===== src/rtl/csr_pkg.sv =====
// csr_pkg: shared CSR addresses, op encodings, field indices and cause codes
package csr_pkg;
    localparam logic [11:0] CSR_MSTATUS   = 12'h300;
    localparam logic [11:0] CSR_MISA      = 12'h301;
    localparam logic [11:0] CSR_MIE       = 12'h304;
    localparam logic [11:0] CSR_MTVEC     = 12'h305;
    localparam logic [11:0] CSR_MSCRATCH  = 12'h340;
    localparam logic [11:0] CSR_MEPC      = 12'h341;
    localparam logic [11:0] CSR_MCAUSE    = 12'h342;
    localparam logic [11:0] CSR_MTVAL     = 12'h343;
    localparam logic [11:0] CSR_MIP       = 12'h344;
    localparam logic [11:0] CSR_MCYCLE    = 12'hB00;
    localparam logic [11:0] CSR_MINSTRET  = 12'hB02;
    localparam logic [11:0] CSR_MCYCLEH   = 12'hB80;
    localparam logic [11:0] CSR_MINSTRETH = 12'hB82;
    localparam logic [11:0] CSR_MHARTID   = 12'hF14;

    typedef enum logic [1:0] {OP_NONE, OP_WRITE, OP_SET, OP_CLEAR} csr_op_e;

    localparam int MSTATUS_MIE    = 3;
    localparam int MSTATUS_MPIE   = 7;
    localparam int MSTATUS_MPP_LO = 11;
    localparam int MSTATUS_MPP_HI = 12;
    localparam int MIP_MSIP       = 3;
    localparam int MIP_MTIP       = 7;
    localparam int MIP_MEIP       = 11;

    localparam logic [4:0] CAUSE_MSI = 5'd3;
    localparam logic [4:0] CAUSE_MTI = 5'd7;
    localparam logic [4:0] CAUSE_MEI = 5'd11;

    localparam logic [31:0] MISA_RV32I = 32'h4000_0100;
    localparam logic [31:0] MIE_MASK   = (32'd1 << MIP_MSIP) | (32'd1 << MIP_MTIP) | (32'd1 << MIP_MEIP);
endpackage


===== src/rtl/csr_counter64.sv =====
// csr_counter64: 64-bit wrapping counter; a write to either half replaces it and skips that cycle's increment
module csr_counter64 (
    input  logic        clock,
    input  logic        reset,
    input  logic        inc,
    input  logic        wr_lo,
    input  logic        wr_hi,
    input  logic [31:0] w_data,
    output logic [63:0] value
);
    always_ff @(posedge clock or posedge reset) begin
        if (reset)
            value <= '0;
        else if (wr_lo)
            value[31:0] <= w_data;
        else if (wr_hi)
            value[63:32] <= w_data;
        else if (inc)
            value <= value + 64'd1;
    end
endmodule


===== src/rtl/csr_regfile_m.sv =====
// csr_regfile_m: machine-mode CSR file with trap/mret sequencing, interrupt gating and 64-bit counters
module csr_regfile_m
    import csr_pkg::*;
#(
    parameter int               XLEN         = 32,
    parameter logic [XLEN-1:0]  MTVEC_RESET  = '0,
    parameter bit               HAS_COUNTERS = 1'b1
) (
    input  logic            clock,
    input  logic            reset,
    input  logic [11:0]     csr_addr,
    input  logic [XLEN-1:0] csr_w_data,
    input  logic [1:0]      csr_op,
    output logic [XLEN-1:0] csr_r_data,
    output logic            csr_illegal,
    input  logic            trap_valid,
    input  logic [XLEN-1:0] trap_cause,
    input  logic [XLEN-1:0] trap_pc,
    input  logic [XLEN-1:0] trap_tval,
    input  logic            mret,
    input  logic            instret,
    input  logic            irq_ext,
    input  logic            irq_timer,
    input  logic            irq_sw,
    output logic [XLEN-1:0] trap_vector,
    output logic [XLEN-1:0] epc,
    output logic            irq_pending
);
    logic            st_mie, st_mpie, impl, ro, is_cnt, we;
    logic [XLEN-1:0] mie_r, mtvec, mscratch, mepc, mcause, mtval;
    logic [XLEN-1:0] mstatus, mip, wdata, base;
    logic [63:0]     cyc, ins;

    always_comb begin
        mstatus = '0;
        mstatus[MSTATUS_MPP_HI:MSTATUS_MPP_LO] = 2'b11;
        mstatus[MSTATUS_MIE]  = st_mie;
        mstatus[MSTATUS_MPIE] = st_mpie;
        mip = '0;
        mip[MIP_MSIP] = irq_sw;
        mip[MIP_MTIP] = irq_timer;
        mip[MIP_MEIP] = irq_ext;
    end

    always_comb begin
        impl = 1'b1;
        csr_r_data = '0;
        case (csr_addr)
            CSR_MSTATUS:   csr_r_data = mstatus;
            CSR_MISA:      csr_r_data = MISA_RV32I;
            CSR_MIE:       csr_r_data = mie_r;
            CSR_MTVEC:     csr_r_data = mtvec;
            CSR_MSCRATCH:  csr_r_data = mscratch;
            CSR_MEPC:      csr_r_data = mepc;
            CSR_MCAUSE:    csr_r_data = mcause;
            CSR_MTVAL:     csr_r_data = mtval;
            CSR_MIP:       csr_r_data = mip;
            CSR_MCYCLE:    csr_r_data = cyc[31:0];
            CSR_MINSTRET:  csr_r_data = ins[31:0];
            CSR_MCYCLEH:   csr_r_data = cyc[63:32];
            CSR_MINSTRETH: csr_r_data = ins[63:32];
            CSR_MHARTID:   csr_r_data = '0;
            default:       impl = 1'b0;
        endcase
    end

    assign is_cnt = csr_addr == CSR_MCYCLE || csr_addr == CSR_MINSTRET ||
                    csr_addr == CSR_MCYCLEH || csr_addr == CSR_MINSTRETH;
    assign ro = csr_addr[11:10] == 2'b11 || csr_addr == CSR_MISA || csr_addr == CSR_MIP ||
                (!HAS_COUNTERS && is_cnt);
    assign csr_illegal = !impl || (csr_op != OP_NONE && ro);
    assign wdata = csr_op == OP_WRITE ? csr_w_data :
                   csr_op == OP_SET   ? csr_r_data | csr_w_data : csr_r_data & ~csr_w_data;
    // trap and mret both swallow any CSR op issued in the same cycle
    assign we = csr_op != OP_NONE && !csr_illegal && !trap_valid && !mret;

    assign base = {mtvec[XLEN-1:2], 2'b00};
    assign trap_vector = (mtvec[1:0] == 2'b01 && trap_cause[XLEN-1]) ?
                         base + XLEN'({trap_cause[4:0], 2'b00}) : base;
    assign epc = mepc;
    assign irq_pending = st_mie & |(mip & mie_r);

    always_ff @(posedge clock or posedge reset) begin
        if (reset) begin
            st_mie   <= 1'b0;
            st_mpie  <= 1'b0;
            mie_r    <= '0;
            mtvec    <= MTVEC_RESET;
            mscratch <= '0;
            mepc     <= '0;
            mcause   <= '0;
            mtval    <= '0;
        end else if (trap_valid) begin
            mepc    <= trap_pc & ~XLEN'(3);
            mcause  <= trap_cause;
            mtval   <= trap_tval;
            st_mpie <= st_mie;
            st_mie  <= 1'b0;
        end else if (mret) begin
            st_mie  <= st_mpie;
            st_mpie <= 1'b1;
        end else if (we) begin
            case (csr_addr)
                CSR_MSTATUS: begin
                    st_mie  <= wdata[MSTATUS_MIE];
                    st_mpie <= wdata[MSTATUS_MPIE];
                end
                CSR_MIE:      mie_r    <= wdata & MIE_MASK;
                // MODE values 2/3 are rejected by keeping the previous MODE
                CSR_MTVEC:    mtvec    <= {wdata[XLEN-1:2], wdata[1] ? mtvec[1:0] : wdata[1:0]};
                CSR_MSCRATCH: mscratch <= wdata;
                CSR_MEPC:     mepc     <= wdata & ~XLEN'(3);
                CSR_MCAUSE:   mcause   <= wdata;
                CSR_MTVAL:    mtval    <= wdata;
                default: ;
            endcase
        end
    end

    if (HAS_COUNTERS) begin : g_cnt
        csr_counter64 u_mcycle (
            .clock  (clock),
            .reset  (reset),
            .inc    (1'b1),
            .wr_lo  (we && csr_addr == CSR_MCYCLE),
            .wr_hi  (we && csr_addr == CSR_MCYCLEH),
            .w_data (wdata),
            .value  (cyc)
        );
        csr_counter64 u_minstret (
            .clock  (clock),
            .reset  (reset),
            .inc    (instret),
            .wr_lo  (we && csr_addr == CSR_MINSTRET),
            .wr_hi  (we && csr_addr == CSR_MINSTRETH),
            .w_data (wdata),
            .value  (ins)
        );
    end else begin : g_nocnt
        assign cyc = '0;
        assign ins = '0;
    end
endmodule


===== config.mk =====
export PLATFORM = sky130hd
export DESIGN_NAME = csr_regfile_m
export DESIGN_NICKNAME = d
export VERILOG_FILES = /design/src/rtl/csr_pkg.sv /design/src/rtl/csr_counter64.sv /design/src/rtl/csr_regfile_m.sv
export SDC_FILE = /design/constraint.sdc
export NUM_CORES = 1
export LEC_CHECK = 0
export CORE_UTILIZATION = 30
export DETAILED_ROUTE_END_ITERATION = 6
export MAX_ROUTING_LAYER = met4
export PLACE_DENSITY_LB_ADDON = 0.15
export SYNTH_ARGS = -nofsm -noshare
export SYNTH_HDL_FRONTEND = slang
export SYNTH_HIERARCHICAL = 1
export SYNTH_SLANG_ARGS = --single-unit
export TNS_END_PERCENT = 100

===== constraint.sdc =====
create_clock -name clock -period 8.7 [get_ports clock]
set_input_delay 1.305 -clock clock [delete_from_list [all_inputs] [get_ports clock]]
set_output_delay 1.305 -clock clock [all_outputs]
set_load 0.05 [all_outputs]

==> flow_summary.ini <==
[run_status]
status = complete, but fails checks
violations = design-rule violations

[synthesis]
yosys-top-cells-area = dfrtp_1 37%, a22oi_1 6.2%, nand2_1 4.4%
synthMuxAreaShare_pct = 3.62
synth_top_area_share_pct = 37.1
synth_area_um2 = 19600
synthAdderAreaFrac_pct = 0.549
synth_simple_gate_area_share_pct = 24.8
synth-async-reset-ratio_pct = 100
yosys.area_share.xor_xnor_pct = 5.28
synth-compound-area-share_pct = 23.5
synth_cells = 2250
yosys-top-cells-count = 290 x dfrtp_1, 231 x nand2_1, 161 x a22oi_1
synth_area_per_cell_um2 = 8.70
ys_warn_count = 6
yosysMostFrequentCell = dfrtp_1
synth.distinct_cells = 92
synth-main-ff-cell = dfrtp_1
ys_ff_latch = 290
synth_top_family_by_area = simple AND/OR/NAND/NOR gates
ys_seq_area_share_pct = 37.1
synth_edf_count = 0
synth_top_cell_by_area = dfrtp_1

[layout]
area_growth_pct = 23.2
multi_input_area_um2 = 11500
layout-drive-gt1-share_pct = 8.90
fillers = 6610
fin_nets = 2582
fin_util_pct = 37.4
regArea_um2 = 7260

[clock_network]
path_clk_slew_ns = 0.05
cts_inserted_buffers = 40
ctsHoldBuffers = 0
postCtsSetupBuffers = 0
cts_tree = built
cts_root_buf = clkbuf_16
cts_sinks = 290
clock_path_buffers = 3
ctsResizeCount = 0
h-tree-depth = 2
insertion_delay_ns = 0.59

[floorplan]
pin_count = 248
rows = 93
dieArea_um2 = 66300
start_util_pct = 30.4
die_y_um = 258
die_w_um = 258
fp.coreArea_um2 = 64500

[timing]
slew_headroom_pct = 16.8
grt_setup_unrepaired = no
max_freq_ghz = 0.146
min_period_ns = 6.84
tightest_slew_ns = 1.24
fin_tns_setup_ns = 0
clock_skew_ns = 0.0276
finalSetupViolCount = 0
slew_violations = 0
finalCritPeriodShare_pct = 78.7
final-hold-violation-count = 0

[pwr]
p_leak_nw = 9.33
power.density_nw_per_um2 = 159
vdd_drop_max_v = 0.000114

[detailed_routing]
drt_iter0_drc = 2539
drt_wl_total_um = 97000
avgRoutedWirePerCell_um = 29.4
vias = 20452
vias_per_cell = 6.19
drc = 15
firstDrtPassIters = 7
postRouteAntennaNets = 0

[worst_setup_path]
path_max_fanout = 21
cp.required_ns = 7.39
critPathCaptureType = output pin
critical_path_class = in -> out
crit_family = simple AND/OR/NAND/NOR gates
cp-start-kind = input port
max_stage_delay_ns = 1.04
cp_common_cell = clkdlybuf4s50_1
critPathSlowestCell = nor3_4
path_cells = clkdlybuf4s50_1, or4_1, nor3_4, a221oi_1, o211ai_1, clkdlybuf4s50_1
critPathArrivalTime_ns = 5.54
worst-path-buf-inv = 2

[hold_path]
hold_class = reg -> reg

[global_routing]
antenna_found_initial = 1
grt_use_met3_pct = 4.38
grt_start_max_net_pins = 92
use_met2_pct = 46.0
grt_overflow_total = 0
top_usage_layer = met2
grt_pass1_vias = 19344
track_usage_pct = 29.3
use_met1_pct = 39.4
grt_first_pass_wirelength_um = 140000

[flow_run]
drv_cap = 0

[placed_design]
place.port_buffers = 241
gp_congestion = 0.943
hpwlAfterDp_um = 71200
final timing paths:
| kind | endpoint | start | cells past startpoint | slack, ns |
|---|---|---|---|---|
| max | csr_r_data[2] | csr_addr[2] | 6 | 1.86 |
| min reg2reg | mscratch[14] | mscratch[14] | 2 | 0.48 |
| min | mscratch[14] | mscratch[14] | 2 | 0.48 |
| min in group asynchronous | mscratch[20] | reset | 2 | 1.57 |
| max reg2reg | g_cnt.u_minstret/value[61] | g_cnt.u_minstret/value[24] | 5 | 5.39 |
| max in group asynchronous | mcause[25] | reset | 3 | 5.60 |
cell type report:
type,instances,share of cell area (%)
clock buffer,60,4.96
tap,855,4.44
timing repair buffer,291,11.5
antenna,1,0.0104
sequential,290,30.1
inverter,66,1.05
clock inverter,8,0.498
multi-input combinational,1735,47.5
tightest hold or removal path: cells and delay by family (launching register included):
kind,cells,cell delay [ns]
compound gates,1,0.06
simple gates,1,0.05
flops,1,0.33
power breakdown:
group          switching [mW]  internal (mW)  total, mW
logic                   0.381          0.218      0.599
registers               0.112           1.42       1.53
clock network           0.683           1.01       1.69
layer usage:
metal | up-vias | wire length (um)
met5 | - | 0
met4 | 0 | 2290
met3 | 157 | 7590
met2 | 1035 | 45200
met1 | 10377 | 42000
li1 | 8883 | -
flip-flops by register name (all words and copies together) (netlist names):
name	cells
mcause	32
g_cnt.u_mcycle/value	64
mie_r	3
g_cnt.u_minstret/value	64
epc	30
mtvec	31
mscratch	32
mtval	32
st_mie	1
st_mpie	1
through the flow:
step / instance area (um^2) / power (mW) / hold slack, ns / std cells / worst slack, ns
floorplan: 19600 / 1.84 / 0.445 / 2258 / 3.02
global placement: 22800 / 2.14 / 0.459 / 3237 / 1.96
detailed placement: 22800 / 2.14 / 0.470 / 3237 / 1.91
CTS: 24100 / 3.83 / 0.482 / 3305 / 1.91
global route: 24100 / 3.94 / 0.503 / 3305 / 1.76
finish: 24100 / 3.82 / 0.477 / 3306 / 1.86
kinds of logic after synthesis:
kind of cell | Yosys count
xor+xnor | 118
mux | 63
compound gates | 670
other cells | 2
flops | 290
simple gates | 866
buf+inv | 233
fa+ha+maj | 8
placed cells by master (no fill, tap or decap), types with 14 or more instances in the layout:
master and n:
o22ai_1 14, o21a_1 18, inv_1 62, and2_1 14, o21ai_1 76, a21oi_1 38
and4_1 16, nor2b_1 16, nand2_1 229, o21ai_0 158, nand4_1 102, nor2_1 88
or3_1 50, a22oi_1 161, buf_4 51, xnor2_1 66, mux2_2 18, clkbuf_16 40
clkdlybuf4s50_1 236, nand3_1 114, a22o_1 17, o211ai_1 22, or4_1 15, dfrtp_1 290
xor2_1 52, o31ai_1 15, nor4_1 37, a221o_1 20, a2bb2oi_1 21, nor3_1 35
mux2i_1 37, and3_1 57
(Power assumes the default switching activity.)
